===== src/rtl/multicycle_ctrl.sv =====
// Multi-cycle RV32 control FSM: sequences FETCH/DECODE/EXEC/MEM/WB with memory
// ready handshakes, illegal-opcode and memory-timeout traps, and a retire counter.
module multicycle_ctrl #(
   parameter int MEM_TIMEOUT = 16,
   parameter bit TRAP_EN     = 1'b1,
   parameter int CNT_W       = 32
) (
   input  logic             clk,
   input  logic             rst,
   input  logic [6:0]       opcode,
   input  logic             imem_ready,
   input  logic             dmem_ready,
   output logic             imem_req,
   output logic             dmem_req,
   output logic             ir_write,
   output logic             pc_write,
   output logic             branch,
   output logic             mem_read,
   output logic             mem_write,
   output logic             mem2reg,
   output logic             alu_src,
   output logic [1:0]       aluop,
   output logic             reg_write,
   output logic             illegal,
   output logic             bus_err,
   output logic [CNT_W-1:0] instret
);

   typedef enum logic [2:0] {S_FETCH, S_DECODE, S_EXEC, S_MEM, S_WB, S_TRAP} state_t;
   typedef enum logic [2:0] {C_NONE, C_R, C_LOAD, C_IMM, C_STORE, C_BRANCH, C_ILLEGAL} class_t;

   localparam int TO_W = (MEM_TIMEOUT > 1) ? $clog2(MEM_TIMEOUT) : 1;
   localparam logic [TO_W-1:0] TO_LAST = TO_W'(MEM_TIMEOUT - 1);

   state_t           state_reg, state_next;
   class_t           class_reg, class_next;
   class_t           dec_class;
   logic [TO_W-1:0]  cnt_reg, cnt_next;
   logic [CNT_W-1:0] instret_reg;
   logic             illegal_reg, bus_err_reg;
   logic             waiting, timeout, trap_illegal;
   logic [1:0]       exec_aluop;
   logic             exec_src;

   always_comb begin
      case (opcode)
         7'b0110011: dec_class = C_R;
         7'b0000011: dec_class = C_LOAD;
         7'b0010011: dec_class = C_IMM;
         7'b0100011: dec_class = C_STORE;
         7'b1100011: dec_class = C_BRANCH;
         default:    dec_class = C_ILLEGAL;
      endcase
   end

   // A ready arriving in the last allowed cycle wins over the timeout.
   assign waiting      = ((state_reg == S_FETCH) && !imem_ready) ||
                         ((state_reg == S_MEM) && !dmem_ready);
   assign timeout      = (MEM_TIMEOUT != 0) && waiting && (cnt_reg == TO_LAST);
   assign trap_illegal = (state_reg == S_DECODE) && (dec_class == C_ILLEGAL) && TRAP_EN;

   always_ff @(posedge clk) begin
      if (rst) begin
         state_reg   <= S_FETCH;
         class_reg   <= C_NONE;
         cnt_reg     <= '0;
         instret_reg <= '0;
         illegal_reg <= 1'b0;
         bus_err_reg <= 1'b0;
      end else begin
         state_reg <= state_next;
         class_reg <= class_next;
         cnt_reg   <= cnt_next;
         if (pc_write)
            instret_reg <= instret_reg + CNT_W'(1);
         if (trap_illegal)
            illegal_reg <= 1'b1;
         if (timeout)
            bus_err_reg <= 1'b1;
      end
   end

   always_comb begin
      state_next = state_reg;
      class_next = class_reg;
      case (state_reg)
         S_FETCH: begin
            if (imem_ready)   state_next = S_DECODE;
            else if (timeout) state_next = S_TRAP;
         end
         S_DECODE: begin
            class_next = dec_class;
            if (dec_class == C_ILLEGAL) state_next = TRAP_EN ? S_TRAP : S_FETCH;
            else                        state_next = S_EXEC;
         end
         S_EXEC: begin
            case (class_reg)
               C_R, C_IMM:      state_next = S_WB;
               C_LOAD, C_STORE: state_next = S_MEM;
               default:         state_next = S_FETCH;
            endcase
         end
         S_MEM: begin
            if (dmem_ready)   state_next = (class_reg == C_LOAD) ? S_WB : S_FETCH;
            else if (timeout) state_next = S_TRAP;
         end
         S_WB:    state_next = S_FETCH;
         S_TRAP:  state_next = S_TRAP;
         default: state_next = S_FETCH;
      endcase
      // Every state change lands in a fresh wait window.
      if (state_next != state_reg) cnt_next = '0;
      else if (waiting)            cnt_next = cnt_reg + TO_W'(1);
      else                         cnt_next = cnt_reg;
   end

   always_comb begin
      exec_aluop = 2'b00;
      exec_src   = 1'b0;
      case (class_reg)
         C_R:             exec_aluop = 2'b10;
         C_IMM:           begin exec_aluop = 2'b11; exec_src = 1'b1; end
         C_LOAD, C_STORE: exec_src = 1'b1;
         C_BRANCH:        exec_aluop = 2'b01;
         default:         ;
      endcase
   end

   always_comb begin
      imem_req  = 1'b0;
      dmem_req  = 1'b0;
      ir_write  = 1'b0;
      pc_write  = 1'b0;
      branch    = 1'b0;
      mem_read  = 1'b0;
      mem_write = 1'b0;
      mem2reg   = 1'b0;
      alu_src   = 1'b0;
      aluop     = 2'b00;
      reg_write = 1'b0;
      illegal   = illegal_reg && !rst;
      bus_err   = bus_err_reg && !rst;
      instret   = rst ? '0 : instret_reg;
      if (!rst) begin
         case (state_reg)
            S_FETCH: begin
               imem_req = 1'b1;
               ir_write = imem_ready;
            end
            S_DECODE: pc_write = (dec_class == C_ILLEGAL) && !TRAP_EN;
            S_EXEC: begin
               aluop   = exec_aluop;
               alu_src = exec_src;
               if (class_reg == C_BRANCH) begin
                  branch   = 1'b1;
                  pc_write = 1'b1;
               end
            end
            S_MEM: begin
               dmem_req  = 1'b1;
               alu_src   = 1'b1;
               mem_read  = (class_reg == C_LOAD);
               mem_write = (class_reg == C_STORE);
               pc_write  = dmem_ready && (class_reg == C_STORE);
            end
            S_WB: begin
               reg_write = 1'b1;
               pc_write  = 1'b1;
               mem2reg   = (class_reg == C_LOAD);
               aluop     = exec_aluop;
               alu_src   = exec_src;
            end
            default: ;
         endcase
      end
   end

endmodule


===== config.mk =====
export PLATFORM = sky130hd
export DESIGN_NAME = multicycle_ctrl
export DESIGN_NICKNAME = d
export VERILOG_FILES = /design/src/rtl/multicycle_ctrl.sv
export SDC_FILE = /design/constraint.sdc
export NUM_CORES = 1
export LEC_CHECK = 0
export CAP_MARGIN = 20
export CORE_ASPECT_RATIO = 2
export CORE_UTILIZATION = 52
export DETAILED_ROUTE_END_ITERATION = 16
export HOLD_SLACK_MARGIN = 0.08
export MAX_ROUTING_LAYER = met4
export PLACE_DENSITY = 0.81
export SLEW_MARGIN = 30
export SYNTH_ARGS = -nofsm -noshare
export SYNTH_HDL_FRONTEND = slang
export SYNTH_SLANG_ARGS = --single-unit

===== constraint.sdc =====
create_clock -name clk -period 2.2 [get_ports clk]
set_input_delay 0.44 -clock clk [delete_from_list [all_inputs] [get_ports clk]]
set_output_delay 0.44 -clock clk [all_outputs]
set_load 0.05 [all_outputs]

==> flow_summary.json, run 1 <==
{
  "cp_top_family": "buffers and inverters",
  "drc_errors": 0,
  "crit_required_ns": 1.76,
  "p_per_area_nw_per_um2": 412,
  "clkTransAtPathRegs_ns": 0.09,
  "hp-class": "in -> reg",
  "numCtsBuffers": 5,
  "hold_slack_ns": 0.427,
  "relSlewSlack_pct": 58.8,
  "n_fill_cell": 307,
  "synth_fp_nets": 352,
  "routed_wl_um": 8760,
  "crit_top_cell": "buf_12",
  "status": "finished clean",
  "clockBufferDepth": 2,
  "synth.top_cell.area_share_pct": 31.9,
  "crit_buf_inv": 3,
  "yosys_warnings": 0,
  "grt_pass1_wl_um": 13800,
  "initial_utilization_pct": 53.8,
  "multi_input_area_um2": 1910,
  "synth_area_um2": 2760,
  "rsz0062_at_grt": "false",
  "largest_register_ffs": 32,
  "timing.final.crit_share_pct": 96.3,
  "drt_iter0_markers": 141,
  "ant_nets": 0,
  "synthTopCellsByArea": "dfxtp_1 32%, nor2b_1 7.2%, nor2_1 6.1%",
  "synth_seq_area_share_pct": 31.9,
  "htree_num_levels": 2,
  "post-synth-top-count-cell": "nor2_1",
  "cts.hold.buffers_added": 0,
  "startpoint_type": "register",
  "die_area_um2": 5630,
  "ys_top_cells_by_count": "45 x nor2_1, 44 x dfxtp_1, 32 x nor2b_1",
  "die_w_um": 53.6,
  "ios": 57,
  "critPathMaxStageDelay_ns": 0.35,
  "worst_pin_slew_ns": 0.613,
  "firstDrtPassIters": 5,
  "die_h_um": 105,
  "seqCellArea_um2": 882,
  "crit_chain": "buf_4 -> nor2_2 -> nand2_2 -> buf_12 -> a21oi_4 -> buf_12",
  "antenna_found_initial": 0,
  "synthCells": 339,
  "cts_root_buffer": "clkbuf_8",
  "report.final.slew_viol_count": 0,
  "grt_max_degree": 34,
  "p_leak_nw": 1.51,
  "routed-via-count": 2977,
  "grt_pass1_vias": 2955,
  "clkSinkCount": 44,
  "fin_setup_tns_ns": 0,
  "place_congestion": 0.918,
  "synth_edf_count": 0,
  "io_buffer_count": 56,
  "crit_arrival_ns": 1.68,
  "cp_max_fo": 21,
  "cts_tree": "done",
  "worstSetupEndpointType": "output port",
  "max_clock_freq_mhz": 472,
  "synthFlopType": "dfxtp_1",
  "antenna_cells": 0,
  "cap_violations": 0,
  "finalCriticalPeriod_ns": 2.12,
  "crit_slowest_cell": "dfxtp_1",
  "ys_ff_latch": 44,
  "async_flop_share_pct": 0,
  "viasPerCell": 6.14,
  "path_class": "reg -> out",
  "fin_nets": 439,
  "final-hold-violation-count": 0,
  "coreArea_um2": 5140,
  "grt_overflow": 0,
  "peakVddDrop_mv": 0.498,
  "p_total_mw": 1.73,
  "final_layout_size_suffix_gt1_share_pct": 31.6,
  "synth.avg_cell_area_um2": 8.15,
  "grt_usage_pct": 34.1,
  "clock_latency_ns": 0.30,
  "hpwl_um": 6360,
  "rows": 37,
  "setup_viol": 0,
  "ys_types": 47,
  "wl_per_cell_um": 18.1,
  "yosys.area.top_type": "dfxtp_1",
  "clock_skew_ns": 0.00681,
  "area.growth.synth_to_final_pct": 52.0
}
==> area by class of cell <==
cell class                      instances  area share (%)
Timing Repair Buffer                  102            28.8
Inverter                                6           0.536
Clock inverter                          2           0.834
Sequential cell                        44            21.0
Multi-Input combinational cell        267            45.4
Clock buffer                            6            1.73
Tap cell                               58            1.73
==> worst register-to-register path: stages (launching register included) <==
cell	delay, ns
dfxtp_1	0.38
nand3b_4	0.19
a211o_4	0.39
buf_4	0.18
buf_4	0.16
a2111oi_2	0.44
xnor2_1	0.18
nor2_1	0.05
==> layer usage <==
layer / vias to the layer above / GRT usage (%) / wire length (µm)
met3: 26 / 4.95 / 385
met5: - / - / 0
met1: 1418 / 30.9 / 2920
met4: 0 / 18.6 / 300
li1: 1397 / - / -
met2: 136 / 62.4 / 5160
==> timing repair <==
item,CTS,global route
buffers inserted,1,0
pin swaps,2,1
gates resized for setup,4,9
endpoints found under the setup margin,8,8
==> stage by stage <==
step	util, %	instances	cell area, µm²	setup WS [ns]
6_report	81.7	485	4200	0.0810
5_1_grt	81.7	485	4200	0.00184
4_1_cts	80.9	485	4160	0.0156
3_5_place_dp	78.4	476	4030	-0.354
3_3_place_gp	78.4	476	4030	-0.279
2_1_floorplan	-	339	2850	-0.194
==> layout by cell type, fill, tap and decap left out, drive strengths merged, types with 5 or more instances in the layout <==
cell,Yosys,routed
clkbuf,12,6
xor2,8,8
nand2b,8,8
or3,7,7
buf,10,93
nand3,13,13
clkdlybuf4s50,0,8
a21oi,17,17
nand4,10,10
a2111oi,11,11
nor2,45,45
nor2b,32,32
o21ai,12,12
a211oi,5,5
inv,6,6
xnor2,19,19
o2111ai,5,5
nand2,16,16
mux2,5,5
dfxtp,44,44
and2,6,6
nor4,11,11
==> power by group <==
group          switching (mW)  total, mW  leakage, nW  internal, mW
clock network           0.288      0.626       0.0552         0.337
logic                   0.166      0.280         1.10         0.114
registers              0.0158      0.825        0.356         0.809
==> path summary, 6_finish.rpt <==
| kind | depth (start not counted) | endpoint | slack (ns) | from |
|---|---|---|---|---|
| worst max-delay path | 6 | pc_write | 0.08 | state_reg[1] |
| worst min-delay path | 2 | instret_reg[22] | 0.43 | rst |
| worst max register to register | 7 | instret_reg[13] | 0.12 | class_reg[0] |
| worst min register to register | 2 | illegal_reg | 0.46 | illegal_reg |
==> logic make-up after synthesis <==
family	after synthesis	synth area share (%)
buf+inv	28	4.26
xor+xnor	27	8.56
simple gates	169	33.9
fa+ha+maj	2	0.905
flops	44	31.9
mux	6	2.40
compound gates	63	18.2
(Power assumes the default switching activity.)
==> inputs of run 2 (changes only) <==
- TNS_END_PERCENT: unset -> 50
==> flow_summary.json, run 2 (synthesis gave the netlist of run 1 again) <==
{
  "place_congestion": 0.957,
  "ios": 57,
  "startpoint_type": "register",
  "final_layout_size_suffix_gt1_share_pct": 32.0,
  "grt_usage_pct": 36.4,
  "max_clock_freq_mhz": 467,
  "htree_num_levels": 2,
  "clkTransAtPathRegs_ns": 0.10,
  "worstSetupEndpointType": "output port",
  "regToRegSetupSlack_ns": 0.06,
  "setup_viol": 0,
  "worst_pin_slew_ns": 0.499,
  "antenna_cells": 0,
  "fin_nets": 443,
  "r2r_cells": 6,
  "finalNonFillerCells": 489,
  "relSlewSlack_pct": 66.5,
  "rows": 37,
  "cp_max_fo": 7,
  "status": "finished clean",
  "die_w_um": 53.6,
  "clock_skew_ns": 0.00496,
  "finalCriticalPeriod_ns": 2.14,
  "io_buffer_count": 56,
  "hp-start": "illegal_reg",
  "firstDrtPassIters": 4,
  "final-hold-violation-count": 0,
  "cp_top_family": "compound AO/OA/AOI/OAI gates",
  "crit_chain": "nand3b_4 -> a211o_4 -> a21oi_4 -> buf_12",
  "grt_overflow": 0,
  "timing.final.crit_share_pct": 97.3,
  "path_class": "reg -> out",
  "crit_arrival_ns": 1.70,
  "wl_per_cell_um": 18.8,
  "crit_buf_inv": 1,
  "die_area_um2": 5630,
  "viasPerCell": 6.29,
  "clkSinkCount": 44,
  "p_total_mw": 1.79,
  "worst_r2r_endpoint": "instret_reg[23]",
  "clockBufferDepth": 2,
  "regToRegStartpoint": "instret_reg[8]",
  "p_per_area_nw_per_um2": 422,
  "path_depth": 4,
  "crit_required_ns": 1.76,
  "report.final.slew_viol_count": 0,
  "coreArea_um2": 5140,
  "grt_pass1_vias": 3134,
  "grt_max_degree": 47,
  "drc_errors": 0,
  "initial_utilization_pct": 53.8,
  "antenna_found_initial": 0,
  "drt_iter0_markers": 102,
  "p_leak_nw": 1.54,
  "hp-class": "reg -> reg",
  "clock_latency_ns": 0.31,
  "routed-via-count": 3075,
  "largest_register_ffs": 32,
  "ant_nets": 0,
  "postLayoutCoreUtil_pct": 82.4,
  "whs_path_depth": 2,
  "peakVddDrop_mv": 0.407,
  "routed_wl_um": 9190,
  "crit_slowest_cell": "dfxtp_1",
  "critPathMaxStageDelay_ns": 0.54,
  "layout_common_cells": "60 x buf_4, 45 x nor2_1, 41 x dfxtp_1",
  "cap_violations": 0,
  "cts_tree": "done",
  "whs_endpoint": "illegal_reg",
  "grt_pass1_wl_um": 14700,
  "cts_root_buffer": "clkbuf_8",
  "placedCellCount": 479,
  "numCtsBuffers": 5,
  "die_h_um": 105,
  "hpwl_um": 6500,
  "area.growth.synth_to_final_pct": 53.3,
  "layout_commonest_cell": "buf_4"
}
## run 2: cell count changes in the layout (fill, tap and decap cells not counted), moves of 2 or more
cell,previous run,this run
buf_12,34,36
buf_4,58,60
dfxtp_1,43,41
nor2_1,43,45
nor2_2,2,0
## run 2: report_power, final
part	leakage, nW	switching, mW	total, mW	internal (mW)
clock network	0.0548	0.330	0.673	0.343
registers	0.357	0.0168	0.825	0.808
logic	1.13	0.168	0.292	0.124
## run 2: metal layers
| metal | track usage [%] | vias to the layer above | part of all wire (%) |
|---|---|---|---|
| li1 | - | 1391 | - |
| met1 | 33.2 | 1446 | 33 |
| met2 | 61.2 | 169 | 56 |
| met3 | 8.30 | 69 | 4.8 |
| met4 | 27.3 | 0 | 6.5 |
| met5 | - | - | 0 |
## run 2: worst max-delay path by stage
stage | from | end | slack, ns
after floorplan | rst | ir_write | -0.19
after detailed placement | dmem_ready | instret_reg[24] | -0.35
after global placement | dmem_ready | instret_reg[21] | -0.28
after global routing | class_reg[2] | alu_src | -0.04
after CTS | class_reg[2] | alu_src | 0.02
final | state_reg[0] | pc_write | 0.06
## run 2: stage by stage
step | area [µm²] | hold WS (ns) | setup WS (ns) | TNS, ns
floorplan | 2830 | 0.432 | -0.194 | -0.791
global placement | 4060 | 0.445 | -0.282 | -5.18
detailed placement | 4060 | 0.457 | -0.349 | -6.11
CTS | 4210 | 0.470 | 0.0243 | 0
global route | 4240 | 0.501 | -0.0361 | -0.0361
finish | 4240 | 0.465 | 0.0595 | 0
## run 2: cell type report
type,count,area [µm²]
Inverter,6,22.5
Tap cell,58,72.6
Clock buffer,5,68.8
Clock inverter,3,46.3
Multi-Input combinational cell,267,1870
Sequential cell,44,887
Timing Repair Buffer,106,1260
Fill cell,305,902
## run 2: worst reg2reg max path, delay by kind of cell, from the launching register on
family                    cells  cell delay (ns)
buffers and inverters         1             0.24
DFF                           1             0.41
AOI/OAI and AO/OA             1             0.31
and+or+nand+nor               3             0.89
xor gates and xnor gates      1             0.19
## run 2: what timing repair did
| action | 4_1_cts | 5_1_grt |
|---|---|---|
| endpoints found under the setup margin | 8 | 7 |
| hold buffers | 0 | 0 |
| pin swaps | 2 | 1 |
| setup buffers | 2 | 0 |
| gates resized for setup | 5 | 7 |
